$ cat src/rtl/game_pkg.sv
// Shared types and constants for the runner-game controller.
package game_pkg;

  typedef enum logic [1:0] {
    ST_IDLE  = 2'b00,
    ST_RUN   = 2'b01,
    ST_PAUSE = 2'b10,
    ST_OVER  = 2'b11
  } state_e;

  localparam int unsigned BCD_W = 4;

endpackage

$ cat src/rtl/game_ctrl_bcd_counter.sv
// Multi-digit BCD up-counter with synchronous clear and saturation at all-9s.
module bcd_counter
  import game_pkg::*;
#(
  parameter int unsigned DIGITS = 4
) (
  input  logic                    clk_i,
  input  logic                    rst_ni,
  input  logic                    clr_i,
  input  logic                    inc_i,
  output logic [BCD_W*DIGITS-1:0] value_o,
  output logic                    sat_o
);

  logic [BCD_W*DIGITS-1:0] value_q, value_d;
  logic                    carry;

  always_comb begin
    value_d = value_q;
    sat_o   = 1'b1;
    for (int unsigned i = 0; i < DIGITS; i++) begin
      if (value_q[i*BCD_W +: BCD_W] != 4'd9) sat_o = 1'b0;
    end
    // Ripple carry: each digit at 9 rolls to 0 and passes the carry upward.
    carry = inc_i & ~sat_o;
    for (int unsigned i = 0; i < DIGITS; i++) begin
      if (carry) begin
        if (value_q[i*BCD_W +: BCD_W] == 4'd9) begin
          value_d[i*BCD_W +: BCD_W] = '0;
        end else begin
          value_d[i*BCD_W +: BCD_W] = value_q[i*BCD_W +: BCD_W] + 4'd1;
          carry = 1'b0;
        end
      end
    end
    if (clr_i) value_d = '0;
  end

  always_ff @(posedge clk_i) begin
    if (!rst_ni) value_q <= '0;
    else         value_q <= value_d;
  end

  assign value_o = value_q;

endmodule

$ cat src/rtl/game_ctrl.sv
// Game-state controller: frame-synchronous FSM, button event latching,
// BCD score / high score and scroll-speed ramp.
module game_ctrl
  import game_pkg::*;
#(
  parameter int unsigned SCORE_DIGITS     = 4,
  parameter int unsigned FRAMES_PER_POINT = 6,
  parameter int unsigned POINTS_PER_LEVEL = 100,
  parameter int unsigned SPEED_MIN        = 1,
  parameter int unsigned SPEED_MAX        = 15
) (
  input  logic                      CLK,
  input  logic                      RST_N,
  input  logic                      START_N,
  input  logic                      PAUSE_N,
  input  logic                      vs,
  input  logic                      collision,
  output logic [1:0]                state,
  output logic                      game_status,
  output logic [3:0]                speed,
  output logic [4*SCORE_DIGITS-1:0] score,
  output logic [4*SCORE_DIGITS-1:0] hi_score,
  output logic                      frame_tick
);

  localparam int unsigned SW = BCD_W * SCORE_DIGITS;
  localparam int unsigned FW = (FRAMES_PER_POINT > 1) ? $clog2(FRAMES_PER_POINT) : 1;
  localparam int unsigned LW = (POINTS_PER_LEVEL > 1) ? $clog2(POINTS_PER_LEVEL) : 1;

  logic          vs_q, start_q, pause_q;
  logic          start_flag_q, pause_flag_q;
  logic          frame_tick_q, game_status_q;
  state_e        state_q;
  logic [3:0]    speed_q;
  logic [SW-1:0] hi_q;
  logic [FW-1:0] frame_cnt_q;
  logic [LW-1:0] level_cnt_q;

  logic          tick, start_fall, pause_fall, start_ev, pause_ev;
  logic          clr_game, run_step, frame_wrap, score_inc, level_step, level_wrap;
  logic [SW-1:0] score_val;
  logic          score_sat;

  always_comb begin
    tick       = vs_q & ~vs;
    start_fall = start_q & ~START_N;
    pause_fall = pause_q & ~PAUSE_N;
    // A press landing on the tick edge itself still counts for this frame.
    start_ev   = start_flag_q | start_fall;
    pause_ev   = pause_flag_q | pause_fall;
    clr_game   = 1'b0;
    run_step   = 1'b0;
    if (tick) begin
      unique case (state_q)
        ST_RUN:           run_step = ~collision & ~pause_ev;
        ST_IDLE, ST_OVER: clr_game = start_ev;
        default:          ;
      endcase
    end
    frame_wrap = run_step && (frame_cnt_q == FW'(FRAMES_PER_POINT - 1));
    score_inc  = frame_wrap;
    level_step = score_inc & ~score_sat;
    level_wrap = level_step && (level_cnt_q == LW'(POINTS_PER_LEVEL - 1));
  end

  bcd_counter #(
    .DIGITS (SCORE_DIGITS)
  ) u_score (
    .clk_i   (CLK),
    .rst_ni  (RST_N),
    .clr_i   (clr_game),
    .inc_i   (score_inc),
    .value_o (score_val),
    .sat_o   (score_sat)
  );

  always_ff @(posedge CLK) begin
    if (!RST_N) begin
      vs_q          <= 1'b0;
      start_q       <= 1'b1;
      pause_q       <= 1'b1;
      start_flag_q  <= 1'b0;
      pause_flag_q  <= 1'b0;
      frame_tick_q  <= 1'b0;
      game_status_q <= 1'b0;
      state_q       <= ST_IDLE;
      speed_q       <= 4'(SPEED_MIN);
      hi_q          <= '0;
      frame_cnt_q   <= '0;
      level_cnt_q   <= '0;
    end else begin
      vs_q         <= vs;
      start_q      <= START_N;
      pause_q      <= PAUSE_N;
      frame_tick_q <= tick;
      if (tick) begin
        start_flag_q <= 1'b0;
        pause_flag_q <= 1'b0;
      end else begin
        if (start_fall) start_flag_q <= 1'b1;
        if (pause_fall) pause_flag_q <= 1'b1;
      end

      if (tick) begin
        unique case (state_q)
          ST_RUN: begin
            if (collision) begin
              state_q       <= ST_OVER;
              game_status_q <= 1'b0;
              if (score_val > hi_q) hi_q <= score_val;
            end else if (pause_ev) begin
              state_q       <= ST_PAUSE;
              game_status_q <= 1'b0;
            end
          end
          ST_PAUSE: begin
            if (pause_ev) begin
              state_q       <= ST_RUN;
              game_status_q <= 1'b1;
            end
          end
          ST_IDLE, ST_OVER: begin
            if (start_ev) begin
              state_q       <= ST_RUN;
              game_status_q <= 1'b1;
            end
          end
          default: ;
        endcase
      end

      if (clr_game) begin
        frame_cnt_q <= '0;
        level_cnt_q <= '0;
        speed_q     <= 4'(SPEED_MIN);
      end else begin
        if (run_step)   frame_cnt_q <= frame_wrap ? '0 : frame_cnt_q + FW'(1);
        if (level_step) level_cnt_q <= level_wrap ? '0 : level_cnt_q + LW'(1);
        if (level_wrap && (speed_q < 4'(SPEED_MAX))) speed_q <= speed_q + 4'd1;
      end
    end
  end

  assign state       = state_q;
  assign game_status = game_status_q;
  assign speed       = speed_q;
  assign score       = score_val;
  assign hi_score    = hi_q;
  assign frame_tick  = frame_tick_q;

endmodule

$ cat config.mk
export PLATFORM = sky130hd
export DESIGN_NAME = game_ctrl
export DESIGN_NICKNAME = d
export VERILOG_FILES = /design/src/rtl/game_pkg.sv /design/src/rtl/game_ctrl_bcd_counter.sv /design/src/rtl/game_ctrl.sv
export SDC_FILE = /design/constraint.sdc
export NUM_CORES = 1
export LEC_CHECK = 0
export ABC_AREA = 1
export BUFFER_PORTS_ARGS = -buffer_cell sky130_fd_sc_hd__buf_2
export CORE_AREA = 4 4 78 80
export DETAILED_ROUTE_END_ITERATION = 8
export DIE_AREA = 0 0 82 84
export HOLD_SLACK_MARGIN = 0.06
export PLACE_DENSITY = 0.86
export SYNTH_ARGS = -nofsm -noshare
export SYNTH_HDL_FRONTEND = slang
export SYNTH_SLANG_ARGS = --single-unit
$ cat constraint.sdc
create_clock -name CLK -period 2.9 [get_ports CLK]
set_input_delay 0.145 -clock CLK [delete_from_list [all_inputs] [get_ports CLK]]
set_output_delay 0.145 -clock CLK [all_outputs]
set_load 0.03 [all_outputs]
==> out/qor.csv <==
stage;metric;value;unit
detailed_routing;vias_per_cell;5.25;
yosys;avgSynthCellArea;7.15;sq um
yosys;yosysTopAreaCell;dfxtp_1;
clocking;cts-root-buf;clkbuf_8;
timing;rsz0062_at_grt;false;
floorplan;num_rows;27;
worst_setup_path;path_max_fanout;32;
floorplan;pin_count;46;
worst_setup_path;arrival;2.39;ns
timing;setup_viol_count_final;0;
finish;nets;527;
finish;n_antenna_cell;0;
timing;hold_viol_final;0;
detailed_routing;first_pass_iters;4;
worst_setup_path;cp-end-kind;flip-flop;
timing;slew_viol_final;0;
floorplan;start_util;59.8;%
floorplan;core_area;5410;sq um
timing;fin_hold_ws;0.161;ns
worst_setup_path;cp.required;3.10;ns
floorplan;dieArea;6890;sq um
detailed_routing;drtIter0Drc;180;
timing;fmax;456;MHz
global_routing;overflow;0;
finish;drive_above_1_share;22.2;%
yosys;ys_seq_elements;55;
yosys;synth.net_count;481;
detailed_routing;vias;2997;
status;outcome;complete, no violations;
finish;syn_to_final_growth;11.7;%
pwr;p_leak;1.54;nW
pwr;swShare;23.4;%
yosys;ys_types;32;
floorplan;fp.dieH;84;um
clocking;cts_max_path_buffers;2;
pwr;power_frac_comb;4.8;%
timing;setup_tns;0;ns
floorplan;die_w;82;um
worst_setup_path;r2r_setup_slack;0.71;ns
worst_setup_path;path_class;reg -> reg;
clocking;cts_tree;yes;
pwr;p_int;0.946;mW
clocking;cts_setup_buffers;0;
clocking;cts.sinks;55;
hold_path;hold_path.class;in -> reg;
global_routing;antenna_found_initial;0;
timing;period_share;75.6;%
clocking;cts_buffers;5;
timing;tightest_slew;0.612;ns
yosys;syn_inst;452;
detailed_routing;avgRoutedWirePerCell;12.4;um
finish;final_common_cell;nand2_1;
worst_setup_path;cp-start-kind;flip-flop;
timing;fin_worst_skew;0.00729;ns
clocking;cts.clk_slew.worst_paths;0.10;ns
pwr;power_frac_seq;61.9;%
clocking;worstSkewPairLatency;0.31;ns
global_routing;grt_pass1_vias;2900;
timing;slew_headroom;59.1;%
placement;place.port_buffers;45;
clocking;htree_levels;2;
yosys;synth_area_leaders;dfxtp_1 34%, nand2_1 10%, ha_1 8.9%, a21oi_1 6.5%, nand3_1 6.5%;
flow_run;maxCapViolCount;0;
pwr;powerDensity;342;nW/um^2
detailed_routing;ant_nets;0;
detailed_routing;finalWirelength;7060;um
pwr;max-vdd-ir-drop;0.289;mV
global_routing;grt.total_usage;21.6;%
yosys;synth_top_area_share;34.1;%
detailed_routing;drc;0;
global_routing;grt_pass1_wl;12200;um
yosys;yosys_warnings;0;
finish;layout_common_cells;88 x nand2_1, 55 x dfxtp_1, 52 x inv_1;
pwr;p_sw;0.288;mW
timing;min_period;2.19;ns
placement;globalplace.congestion;0.856;
yosys;syn-cell-area;3230;sq um
pwr;pwr-share-clk;33.4;%
yosys;yosysSeqAreaShare;34.1;%
placement;dpl.hpwl;5250;um
global_routing;grt_max_degree;33;
-- layout make-up --
type                            count  area [sq um]
Multi-Input combinational cell    322          1820
Fill cell                         483          1800
Sequential cell                    55          1100
Timing Repair Buffer               51           278
Inverter                           63           236
Tap cell                           72          90.1
Clock buffer                        5          68.8
Clock inverter                      3          15.0
-- timing repair --
| item | CTS | global route |
|---|---|---|
| resized for setup | 0 | 0 |
| hold buffers | 3 | 0 |
| endpoints found under the hold margin | 3 | 0 |
-- state kept, by name, indices dropped and copies added, names as in the netlist --
register and flops:
pause_q 1, frame_cnt_q 3, pause_flag_q 1, frame_tick 1
start_flag_q 1, hi_score 16, speed 4, level_cnt_q 7
u_score.value_o 16, game_status 1, state 2, vs_q 1
start_q 1
-- Yosys cell counts --
master / n
nand2_4: 2
a211oi_2: 1
xor2_1: 8
nor3_1: 6
o21ai_0: 16
a21oi_1: 42
inv_2: 11
nor3b_1: 1
clkbuf_1: 1
nor2_1: 44
nand3_1: 42
a31oi_1: 1
nor2_2: 7
buf_1: 1
nor3_4: 1
inv_1: 52
nor2_4: 7
a21oi_2: 7
nand2_2: 13
xnor2_1: 1
nor3_2: 1
nand3_2: 1
nand3b_1: 1
buf_4: 2
nand2_1: 88
ha_1: 23
o21ai_2: 3
dfxtp_1: 55
buf_12: 1
o21bai_1: 1
buf_2: 7
nand4_1: 5
-- worst max-delay path, stage by stage, from the launching register on --
cell	delay, ns
dfxtp_1	0.49
ha_1	0.30
nand2_1	0.09
inv_1	0.04
nand2_1	0.06
nand2_1	0.05
a21oi_1	0.17
nand3_2	0.51
a21oi_1	0.31
nor2_1	0.07
-- cells by family (layout without fill, tap and decap cells) --
kind of cell	Yosys count	in the layout	synth area share (%)
and+or+nand+nor	219	219	32.3
buffers and inverters	75	122	9.72
AOI/OAI and AO/OA	71	71	12.5
DFF	55	55	34.1
adders and majority gates	23	23	8.91
xor gates and xnor gates	9	9	2.44
-- through the flow --
stage	worst slack [ns]	power [mW]	cells	area, sq um	utilization (%)
2_1_floorplan	1.04	0.821	452	3230	-
3_3_place_gp	0.794	0.834	560	3490	64.7
3_5_place_dp	0.730	0.836	560	3490	64.7
4_1_cts	0.716	1.25	571	3610	66.8
5_1_grt	0.423	1.27	571	3610	66.8
6_report	0.707	1.23	571	3610	66.8
-- power by group through the flow --
stage / sequential [mW] / combinational (mW) / clock, mW
2_1_floorplan: 0.784 / 0.0365 / 0
3_3_place_gp: 0.781 / 0.0531 / 0
3_5_place_dp: 0.781 / 0.0551 / 0
4_1_cts: 0.764 / 0.0584 / 0.426
5_1_grt: 0.764 / 0.0657 / 0.444
6_report: 0.764 / 0.0586 / 0.412
-- path summary, 6_finish.rpt --
path | startpoint | depth (start not counted) | end
worst max-delay path | u_score.value_o[11] | 9 | hi_score[13]
worst min-delay path | collision | 3 | state[0]
worst max register to register | u_score.value_o[11] | 9 | hi_score[13]
worst min register to register | game_status | 2 | game_status
-- layer usage --
layer,vias up,GRT usage (%),wire (um),share of wire (%)
met3,7,5.51,507,7.2
met5,-,0,0,0
met2,89,37.5,3380,48
li1,1543,-,-,-
met1,1358,25.6,3100,44
met4,0,6.50,67,0.95
Note: power is estimated with default switching activity, not from simulation.
